### config.mk
export PLATFORM = sky130hd
export DESIGN_NAME = uart_rx_frame_timer
export DESIGN_NICKNAME = d
export VERILOG_FILES = /design/src/rtl/uart_rx_frame_timer.sv
export SDC_FILE = /design/constraint.sdc
export NUM_CORES = 1
export LEC_CHECK = 0
export ABC_CLOCK_PERIOD_IN_PS = 1900
export CAP_MARGIN = 30
export CELL_PAD_IN_SITES_DETAIL_PLACEMENT = 2
export CELL_PAD_IN_SITES_GLOBAL_PLACEMENT = 2
export CORE_ASPECT_RATIO = 0.75
export CORE_MARGIN = 2
export CORE_UTILIZATION = 27
export CTS_BUF_LIST = sky130_fd_sc_hd__clkbuf_8 sky130_fd_sc_hd__clkbuf_16
export CTS_CLUSTER_SIZE = 14
export DETAILED_ROUTE_END_ITERATION = 7
export PLACE_DENSITY = 0.83
export SLEW_MARGIN = 20
export SYNTH_ARGS = -nofsm -noshare
export SYNTH_HDL_FRONTEND = slang
export SYNTH_SLANG_ARGS = --single-unit
### constraint.sdc
create_clock -name CLK -period 1.9 [get_ports CLK]
set_clock_uncertainty 0.05 [all_clocks]
set_input_delay 0.19 -clock CLK [delete_from_list [all_inputs] [get_ports CLK]]
set_output_delay 0.19 -clock CLK [all_outputs]
set_load 0.02 [all_outputs]
### src/rtl/uart_rx_frame_timer.sv
// uart_rx_frame_timer
// Oversampling bit/frame timer for the UART receive path. It counts clock edges
// within each bit and bits within each frame. It produces bit-centre sample
// strobes, bit-done pulses and frame-done pulses for the RX FSM and the data
// sampler.
//
// Build option:
//   UART_RX_TRIPLE_SAMPLE_EN  defined   -> three sample strobes per bit at
//                                          M-1, M, M+1, with SAMPLE_LAST at M+1
//                                          (majority vote)
//                             undefined -> one sample strobe per bit at M,
//                                          with SAMPLE_LAST on the same edge
//   Here M = P >> 1, the mid-bit edge index.
//
// State table
//   state | meaning
//   IDLE  | waiting for ENABLE; counters held at 0
//   RUN   | counting edges/bits of a frame; strobes active
//   DONE  | frame finished; parked until ENABLE drops (no runaway re-count)

module uart_rx_frame_timer #(
   parameter int EDGE_W = 6,
   parameter int BIT_W  = 4
) (
   input  logic              CLK,
   input  logic              RST,
   input  logic              ENABLE,
   input  logic [EDGE_W-1:0] PRESCALE,
   input  logic [BIT_W-1:0]  FRAME_BITS,
   output logic [EDGE_W-1:0] EDGE_CNT,
   output logic [BIT_W-1:0]  BIT_CNT,
   output logic              SAMPLE_STB,
   output logic              SAMPLE_LAST,
   output logic              BIT_DONE,
   output logic              FRAME_DONE,
   output logic              BUSY
);

   typedef enum logic [1:0] {
      ST_IDLE = 2'd0,
      ST_RUN  = 2'd1,
      ST_DONE = 2'd2
   } state_t;

   localparam logic [EDGE_W-1:0] P_MIN   = EDGE_W'(4);
   localparam logic [BIT_W-1:0]  F_MIN   = BIT_W'(2);
   localparam logic [EDGE_W-1:0] EDGE_ONE = EDGE_W'(1);
   localparam logic [BIT_W-1:0]  BIT_ONE  = BIT_W'(1);

   state_t            state;
   logic [EDGE_W-1:0] edge_cnt;
   logic [BIT_W-1:0]  bit_cnt;
   logic [EDGE_W-1:0] p_reg;
   logic [BIT_W-1:0]  f_reg;

   logic [EDGE_W-1:0] p_clamped;
   logic [BIT_W-1:0]  f_clamped;
   logic [EDGE_W-1:0] p_last;
   logic [BIT_W-1:0]  f_last;
   logic [EDGE_W-1:0] mid;
   logic              edge_last;
   logic              bit_last;
   logic              in_run;
   logic              hit_sample;
   logic              hit_last_sample;

   // Clamp the runtime inputs so that P-1 and M-1 can never underflow.
   always_comb begin
      p_clamped = (PRESCALE < P_MIN) ? P_MIN : PRESCALE;
      f_clamped = (FRAME_BITS < F_MIN) ? F_MIN : FRAME_BITS;
   end

   // Terminal-count compares use only the values captured at frame start.
   always_comb begin
      p_last    = p_reg - EDGE_ONE;
      f_last    = f_reg - BIT_ONE;
      mid       = p_reg >> 1;
      edge_last = (edge_cnt == p_last);
      bit_last  = (bit_cnt == f_last);
      in_run    = (state == ST_RUN);
   end

   // Decode the sample set from the edge counter.
   // Nothing here depends on the module inputs.
`ifdef UART_RX_TRIPLE_SAMPLE_EN
   always_comb begin
      hit_sample      = (edge_cnt == (mid - EDGE_ONE)) ||
                        (edge_cnt == mid) ||
                        (edge_cnt == (mid + EDGE_ONE));
      hit_last_sample = (edge_cnt == (mid + EDGE_ONE));
   end
`else
   always_comb begin
      hit_sample      = (edge_cnt == mid);
      hit_last_sample = (edge_cnt == mid);
   end
`endif

   // Frame sequencer: state, counters and the captured prescale/frame length.
   always_ff @(posedge CLK) begin
      if (RST) begin
         state    <= ST_IDLE;
         edge_cnt <= '0;
         bit_cnt  <= '0;
         p_reg    <= '0;
         f_reg    <= '0;
      end else begin
         case (state)
            ST_IDLE: begin
               edge_cnt <= '0;
               bit_cnt  <= '0;
               if (ENABLE) begin
                  p_reg <= p_clamped;
                  f_reg <= f_clamped;
                  state <= ST_RUN;
               end
            end
            ST_RUN: begin
               if (!ENABLE) begin
                  edge_cnt <= '0;
                  bit_cnt  <= '0;
                  state    <= ST_IDLE;
               end else if (!edge_last) begin
                  edge_cnt <= edge_cnt + EDGE_ONE;
               end else if (!bit_last) begin
                  edge_cnt <= '0;
                  bit_cnt  <= bit_cnt + BIT_ONE;
               end else begin
                  edge_cnt <= '0;
                  bit_cnt  <= '0;
                  state    <= ST_DONE;
               end
            end
            ST_DONE: begin
               edge_cnt <= '0;
               bit_cnt  <= '0;
               if (!ENABLE) begin
                  state <= ST_IDLE;
               end
            end
            default: begin
               edge_cnt <= '0;
               bit_cnt  <= '0;
               state    <= ST_IDLE;
            end
         endcase
      end
   end

   // Drive the outputs from registered state only, and gate the strobes to RUN.
   always_comb begin
      EDGE_CNT    = edge_cnt;
      BIT_CNT     = bit_cnt;
      BUSY        = in_run;
      SAMPLE_STB  = in_run && hit_sample;
      SAMPLE_LAST = in_run && hit_last_sample;
      BIT_DONE    = in_run && edge_last;
      FRAME_DONE  = in_run && edge_last && bit_last;
   end

endmodule

==> metrics.yaml <==
die_area_um2: 5475
postSynthCellCount: 148
coreArea_um2: 4790
dp_hpwl_um: 3666
cts_buffers: 3
slew_viol_final: 0
routed_wirelength_um: 6161
fin_ws_ns: -0.1951
die_y_um: 64.58
cts.path.max_buffers: 2
hold_end: "f_reg[3]$_SDFFE_PP0P_"
first_iter_violations: 42
yosysSeqAreaShare: 0.3333
synthTopCellsByArea: "dfxtp_1 (33%), xnor2_1 (8.0%), xor2_1 (4.6%)"
vdd_drop_max_mv: 0.4356
synth_area_um2: 1321
fin_nets: 239
cp.required_ns: 1.66
grt_overflow: 0
cp.arrival_ns: 1.86
yosysMostFrequentCell: "dfxtp_1"
p_leak_uw: 0.0008922
r2r_cells: 11
row_count: 22
final_util: 0.4734
p_per_area_nw_per_um2: 550.2
p_comb_frac: 0.315
drv_cap: 0
p_total_uw: 1247
ff2ff_setup_slack_ns: -0.17
routedWlPerCell_um: 21.93
status: "finished, violations left"
initial_core_util: 0.2759
die_w_um: 84.78
hold_start: "f_reg[3]$_SDFFE_PP0P_"
synth.top_cell.area_share: 0.3333
clkSinkCount: 22
antenna-diode-count: 0
synth_cell_types: 41
start_kind: "register"
vias_per_cell: 5.032
power_switching_share: 0.3166
antenna_found_initial: 0
finalHoldViolCount: 0
rsz0062_at_grt: "yes"
grt_pass1_wl_um: 8811
setup_viol: 10
drive_gt1_frac: 0.5113
seqPwrFrac: 0.398
area_delta_synth_final_pct: 71.59
violations: "negative setup slack"
whs_path_depth: 2
timing.rr.end: "BIT_CNT[2]$_SDFFE_PP0N_"
hold_class: "reg -> reg"
yosys_most_used_dff: "dfxtp_1"
clock_latency_ns: 0.27
async_flop_share: 0
max_freq_mhz: 477.3
synth_edf_count: 0
grt_pass1_vias: 1563
synth_area_leader_cell: "dfxtp_1"
grt_usage: 0.2123
clk_pin_slew_ns: 0.08
avgSynthCellArea_um2: 8.927
p_sw_uw: 395.0
antenna_left: 0
path_class: "reg -> out"
layout.cells.non_filler: 281
cts_tree: "done"
port_buffers: 27
post-route-min-period_ns: 2.095
place_inst: 262
grt_max_degree: 13
critPathMaxFanout: 4
internal_power_uw: 852.5
r2r-start: "f_reg[1]$_SDFFE_PP0P_"
synth_common_cells: "dfxtp_1 (22), nand2_1 (13), a21oi_1 (12), xnor2_1 (12), nor2_1 (10)"
yosysWarningCount: 0
worstSetupStartpoint: "p_reg[0]$_SDFFE_PP0P_"
end_kind: "output pin"
min_period_over_period: 1.103
synth_nets: 165
tightest_slew_ns: 0.5021
slew_headroom: 0.6644
root_buffer: "clkbuf_8"
ys_ff_latch: 22
num_vias: 1414
drc: 0
first_pass_iters: 4
cts_max_level: 1
ios: 28
clock_power_share: 0.287
gp_congestion: 0.8481
-- power groups by stage --
stage               combinational (µW)  clock, µW  sequential, µW
global placement                   269          0             502
global route                       415        387             499
floorplan                          152          0             506
finish                             392        358             497
detailed placement                 289          0             505
CTS                                334        360             495
-- kinds of logic (layout without fill, tap and decap cells) --
family / Yosys count / after routing / share of synthesized area
AOI/OAI and AO/OA: 29 / 29 / 0.1657
adders and majority gates: 4 / 4 / 0.03788
xor gates and xnor gates: 21 / 21 / 0.1563
and+or+nand+nor: 59 / 59 / 0.2557
buffers and inverters: 13 / 86 / 0.05113
DFF: 22 / 22 / 0.3333
-- per-stage QoR --
step | setup WS, ns | hold slack, ns | instance area, µm² | TNS (ns)
floorplan | -0.04828 | 0.2572 | 1335 | -0.08931
global placement | -0.3272 | 0.4163 | 1891 | -0.8224
detailed placement | -0.4511 | 0.4252 | 1891 | -1.980
CTS | -0.1293 | 0.4381 | 2143 | -0.3086
global route | -0.2349 | 0.4528 | 2267 | -1.529
finish | -0.1951 | 0.4329 | 2267 | -0.7349
-- worst max-delay path, stage by stage (launching register included) --
cell and delay [ns]:
dfxtp_2 0.38, inv_2 0.06, ha_4 0.26, xnor2_4 0.15
nor2_4 0.16, o211ai_4 0.12, nor4_2 0.26, buf_4 0.18
-- worst max path at each step --
stage | end | slack (ns) | cells after the start
floorplan | BIT_DONE | -0.05 | 5
global placement | FRAME_DONE | -0.33 | 7
detailed placement | FRAME_DONE | -0.45 | 7
CTS | FRAME_DONE | -0.13 | 5
global route | FRAME_DONE | -0.23 | 7
finish | FRAME_DONE | -0.20 | 7
-- cell usage in the layout, fill, tap and decap left out, drive strengths merged, types with 6 or more instances in the layout --
master         netlist  final
buf                  3     53
clkdlybuf4s50        0     22
dfxtp               22     22
nand2               14     14
nor3                13     13
xnor2               13     13
nor2                12     12
a21oi               12     12
xor2                 7      7
inv                  6      6
-- what timing repair did --
action                                 in CTS  in global routing
setup buffers                              11                  4
endpoints found under the hold margin       0                  0
gates resized for setup                    63                 18
hold buffers                                0                  0
setup endpoints to repair                  17                 12
pin swaps                                  15                 12
-- per-layer routing --
metal / global-route usage / up-vias / wire, µm
li1: - / 666 / -
met1: 0.2413 / 714 / 2625
met2: 0.4114 / 23 / 3237
met3: 0.03694 / 11 / 167
met4: 0.05159 / 0 / 130
met5: 0 / - / 0
-- area by class of cell --
cell class / instances / area, µm²
multi-input cells: 113 / 992.2
repair buffers: 76 / 660.6
inverters: 6 / 22.52
clock buffers: 4 / 55.05
well taps: 60 / 75.07
flip-flops and latches: 22 / 461.7
fillers: 508 / 2522
Note: power is estimated with default switching activity, not from simulation.
